## config.mk

```make
export PLATFORM = sky130hd
export DESIGN_NAME = mac_pipe
export DESIGN_NICKNAME = d
export VERILOG_FILES = /design/src/rtl/mac_pkg.sv /design/src/rtl/mac_sat_add.sv /design/src/rtl/mac_pipe.sv
export SDC_FILE = /design/constraint.sdc
export NUM_CORES = 1
export LEC_CHECK = 0
export BUFFER_PORTS_ARGS = -buffer_cell sky130_fd_sc_hd__buf_2
export CAP_MARGIN = 20
export CORE_MARGIN = 2
export CORE_UTILIZATION = 55
export DETAILED_ROUTE_END_ITERATION = 6
export PLACE_DENSITY = 0.79
export SKIP_LAST_GASP = 1
export SLEW_MARGIN = 20
export SYNTH_ARGS = -nofsm -noshare
export SYNTH_HDL_FRONTEND = slang
export SYNTH_HIERARCHICAL = 1
export SYNTH_SLANG_ARGS = --single-unit
export TNS_END_PERCENT = 10
```

## constraint.sdc

```tcl
create_clock -name clk -period 5.28 [get_ports clk]
set_input_delay 1.056 -clock clk [delete_from_list [all_inputs] [get_ports clk]]
set_output_delay 1.056 -clock clk [all_outputs]
set_load 0.05 [all_outputs]
```

## src/rtl/mac_pkg.sv

```systemverilog
// mac_pkg: default MAC widths and signed range helpers shared by the mac_pipe slice.
package mac_pkg;
    localparam int WIDTH_DEF = 8;
    localparam int ACC_WIDTH_DEF = 16;
    function automatic longint sat_max(input int w);
        return (longint'(1) <<< (w - 1)) - 1;
    endfunction
    function automatic longint sat_min(input int w);
        return -(longint'(1) <<< (w - 1));
    endfunction
endpackage

```

## src/rtl/mac_sat_add.sv

```systemverilog
// mac_sat_add: signed accumulator adder with overflow flag; clamps when MAC_SATURATE_EN is defined.
module mac_sat_add
    import mac_pkg::*;
#(
    parameter int AW = ACC_WIDTH_DEF
) (
    input  logic signed [AW-1:0] x,
    input  logic signed [AW-1:0] y,
    output logic signed [AW-1:0] sum,
    output logic                 ovf
);
`ifdef MAC_SATURATE_EN
    localparam logic [AW-1:0] MAX = AW'(sat_max(AW));
    localparam logic [AW-1:0] MIN = AW'(sat_min(AW));
`endif
    logic signed [AW-1:0] raw;
    always_comb begin
        raw = x + y;
        ovf = (x[AW-1] == y[AW-1]) && (raw[AW-1] != x[AW-1]);
`ifdef MAC_SATURATE_EN
        sum = ovf ? (x[AW-1] ? MIN : MAX) : raw;
`else
        sum = raw;
`endif
    end
endmodule

```

## src/rtl/mac_pipe.sv

```systemverilog
// mac_pipe: 3-stage pipelined signed MAC with clear, bubbles and sticky overflow (saturating with MAC_SATURATE_EN).
module mac_pipe
    import mac_pkg::*;
#(
    parameter int WIDTH = WIDTH_DEF,
    parameter int ACC_WIDTH = ACC_WIDTH_DEF
) (
    input  logic                        clk,
    input  logic                        reset,
    input  logic                        valid_in,
    input  logic                        clear_in,
    input  logic signed [WIDTH-1:0]     a,
    input  logic signed [WIDTH-1:0]     b,
    output logic signed [ACC_WIDTH-1:0] f,
    output logic                        valid_out,
    output logic                        overflow
);
    if (ACC_WIDTH < 2 * WIDTH) begin : g_bad_width
        $error("mac_pipe: ACC_WIDTH must be >= 2*WIDTH");
    end
    logic signed [WIDTH-1:0]     a_r, b_r;
    logic                        v1, c1, v2, c2;
    logic signed [2*WIDTH-1:0]   prod;
    logic signed [ACC_WIDTH-1:0] p_r, sum;
    logic                        ovf;
    assign prod = a_r * b_r;
    mac_sat_add #(.AW(ACC_WIDTH)) u_add (
        .x  (f),
        .y  (p_r),
        .sum(sum),
        .ovf(ovf)
    );
    always_ff @(posedge clk) begin
        if (reset) begin
            a_r       <= '0;
            b_r       <= '0;
            v1        <= 1'b0;
            c1        <= 1'b0;
            p_r       <= '0;
            v2        <= 1'b0;
            c2        <= 1'b0;
            f         <= '0;
            valid_out <= 1'b0;
            overflow  <= 1'b0;
        end else begin
            a_r       <= a;
            b_r       <= b;
            v1        <= valid_in;
            c1        <= clear_in;
            p_r       <= ACC_WIDTH'(prod);
            v2        <= v1;
            c2        <= c1;
            valid_out <= v2;
            if (c2) begin
                f        <= v2 ? p_r : '0;
                overflow <= 1'b0;
            end else if (v2) begin
                f        <= sum;
                overflow <= overflow | ovf;
            end
        end
    end
endmodule

```

==> impl_metrics.py <==
metrics = {
    "outcome": {
        "status": "finished, final reports clean",
    },
    "worst_hold_path": {
        "hold_class": "flop to flop",
    },
    "finish": {
        "stdcell_area_um2": 5520,
        "final_common_cell": "inv_1",
        "drive_gt1_frac": 0.130,
        "nets": 712,
        "syn2layout_area_growth_pct": 7.48,
        "seqCellArea_um2": 1080,
        "multi_input_area_um2": 3670,
        "final_cell_mix": "inv_1, fa_1, dfxtp_1",
        "n_antenna_cell": 0,
        "instances_no_fill": 704,
        "nFillCells": 791,
    },
    "routing": {
        "vias": 3818,
        "ant_nets": 0,
        "via_per_inst": 5.42,
        "wl_um": 9750,
        "firstDrtPassIters": 5,
        "drc": 0,
        "first_iter_violations": 164,
        "routedWlPerCell_um": 13.8,
    },
    "clock_tree": {
        "path_clk_slew_ps": 100,
        "cts.sink_count": 54,
        "hold_buffers": 0,
        "cts-root-buf": "clkbuf_8",
        "post_cts_buffers": 0,
        "clk_path_buf_depth": 2,
        "post_cts_resized": 0,
        "cts_buffers": 5,
        "cts_max_level": 2,
        "tritoncts": "built",
        "clkLatencyLatePin_ps": 310,
    },
    "grt": {
        "antenna_found_initial": 0,
        "grt_pass1_wl_um": 17600,
        "grt_pass1_vias": 4091,
        "track_usage": 0.213,
        "grt_max_degree": 58,
        "grt_overflow": 0,
    },
    "yosys": {
        "synth-seq-area-share": 0.211,
        "synth_flop_cell": "dfxtp_1",
        "synthArstFlopShare": 0,
        "ys_types": 50,
        "synth.avg_cell_area_um2": 9.12,
        "ys_seq_elements": 54,
        "synth_cells": 563,
        "yosys_warnings": 6,
        "syn_nets": 683,
        "synth-edff-count": 0,
        "synth_area_um2": 5130,
    },
    "place": {
        "place_inst": 696,
        "dp_hpwl_um": 7790,
        "port_buffers": 37,
        "dp_slack_ps": 813,
        "placed_area_um2": 5400,
        "place.gp.congestion": 0.892,
    },
    "floorplan": {
        "core.rowCount": 35,
        "start_util": 0.561,
        "ios": 38,
        "die_height_um": 101,
        "coreArea_um2": 9150,
        "die_w_um": 101,
        "dieArea_um2": 10100,
    },
    "pwr": {
        "ir_drop_uv": 141,
        "cellPowerDensity_nw_per_um2": 224,
        "total_power_mw": 1.24,
        "power_leakage_nw": 2.65,
    },
    "worst_setup_path": {
        "path_class": "flop to flop",
        "critical_path.top_delay_family": "adder cells",
        "worst_ep_required_time_ps": 5460,
        "crit_buf_inv": 4,
        "path_cells": "and2_1, fa_1, inv_1, fa_1, inv_1, fa_1, inv_1, fa_1, inv_1, ha_1, or3_2, o32ai_4, xor2_1, nor2_1",
        "max_stage_delay_ps": 590,
        "cp.arrival_ps": 4660,
        "critPathMaxFanout": 8,
        "slowest_stage": "fa_1",
        "end_kind": "flop",
        "cp-start-kind": "flop",
    },
    "timing": {
        "rsz0062_at_grt": "no",
        "setup_tns_ps": 0,
        "fin_worst_skew_ps": 5.78,
        "min_period_ps": 4480,
        "hold_viol_final": 0,
        "finalSetupViolCount": 0,
        "fmax_mhz": 223,
        "timing.final.crit_share": 0.849,
        "worstMarginPinSlew_ps": 1010,
        "setup_ws_ps": 797,
        "finalMaxSlewViolations": 0,
        "relSlewSlack": 0.324,
    },
    "flow_run": {
        "cap_violations": 0,
    },
}
==> state kept, by name, summed over array words and instances (netlist names) <==
| register | count |
|---|---|
| a_r | 8 |
| b_r | 8 |
| c1 | 1 |
| c2 | 1 |
| f | 16 |
| overflow | 1 |
| p_r | 16 |
| v1 | 1 |
| v2 | 1 |
| valid_out | 1 |
==> Yosys cell counts (all sizes together), types with 2 or more instances <==
cell type	n	area share
clkbuf	12	0.0088
xor2	8	0.014
ha	44	0.11
and2	46	0.057
dfxtp	54	0.21
o31a	2	0.0051
or4	3	0.0051
nand2	22	0.016
nor3	9	0.0088
a221oi	2	0.0046
and2b	2	0.0032
nand4	2	0.0024
nand3	7	0.0068
xnor2	13	0.022
nor2b	36	0.044
fa	56	0.22
nand2b	4	0.0049
inv	86	0.063
nor2	36	0.026
o311ai	2	0.0034
o211ai	6	0.0088
a21o	6	0.0088
o21ai	7	0.0068
nor3b	17	0.025
a21oi	35	0.034
or3	2	0.0027
mux2	18	0.039
buf	3	0.0027
o21a	11	0.016
==> per-stage QoR <==
stage           util  hold WS [ps]
2_1_floorplan      -           414
3_3_place_gp   0.590           418
3_5_place_dp   0.590           430
4_1_cts        0.603           449
5_1_grt        0.603           462
6_report       0.603           448
==> path summary, 6_finish.rpt <==
kind | from | slack (ps) | depth (start not counted) | endpoint
worst max-delay path | b_r[3]$_SDFF_PP0_ | 800 | 14 | p_r[12]$_SDFF_PP0_
worst max register to register | b_r[3]$_SDFF_PP0_ | 800 | 14 | p_r[12]$_SDFF_PP0_
worst min-delay path | c1$_SDFF_PP0_ | 450 | 1 | c2$_SDFF_PP0_
worst min register to register | c1$_SDFF_PP0_ | 450 | 1 | c2$_SDFF_PP0_
==> area by class of cell <==
class | instances | share of cell area
Clock inverter | 3 | 0.00862
Sequential cell | 54 | 0.196
Clock buffer | 5 | 0.0125
Timing Repair Buffer | 37 | 0.0336
Tap cell | 111 | 0.0252
Multi-Input combinational cell | 408 | 0.665
Inverter | 86 | 0.0585
==> cells by family (layout without fill, tap and decap cells) <==
family | after synthesis | after routing | share of synthesized area
AO/OA/AOI/OAI | 80 | 80 | 0.108
flip-flops | 54 | 54 | 0.211
buffers and inverters | 101 | 131 | 0.0744
AND/OR/NAND/NOR | 188 | 188 | 0.204
XOR/XNOR | 21 | 21 | 0.0358
adder cells (fa/ha/maj) | 100 | 100 | 0.326
multiplexers | 19 | 19 | 0.0414
==> power breakdown <==
part,internal (mW),switching (mW)
combinational,0.206,0.253
clock,0.144,0.151
sequential,0.442,0.0392
total,0.793,0.443
==> worst reg2reg max path, stage by stage, from the launching register on <==
cell     delay, ps
dfxtp_1        390
and2_1         240
fa_1           600
inv_1          160
fa_1           560
inv_1           60
fa_1           530
inv_1           60
fa_1           530
inv_1           50
ha_1           230
or3_2          450
o32ai_4        280
xor2_1         180
nor2_1          50
==> routing by layer <==
layer,up-vias,GRT usage,share of wire
met1,1854,0.256,0.43
met5,-,0,0
met3,21,0.0319,0.032
met2,70,0.387,0.51
met4,0,0.0748,0.022
li1,1873,-,-
(Power assumes the default switching activity.)
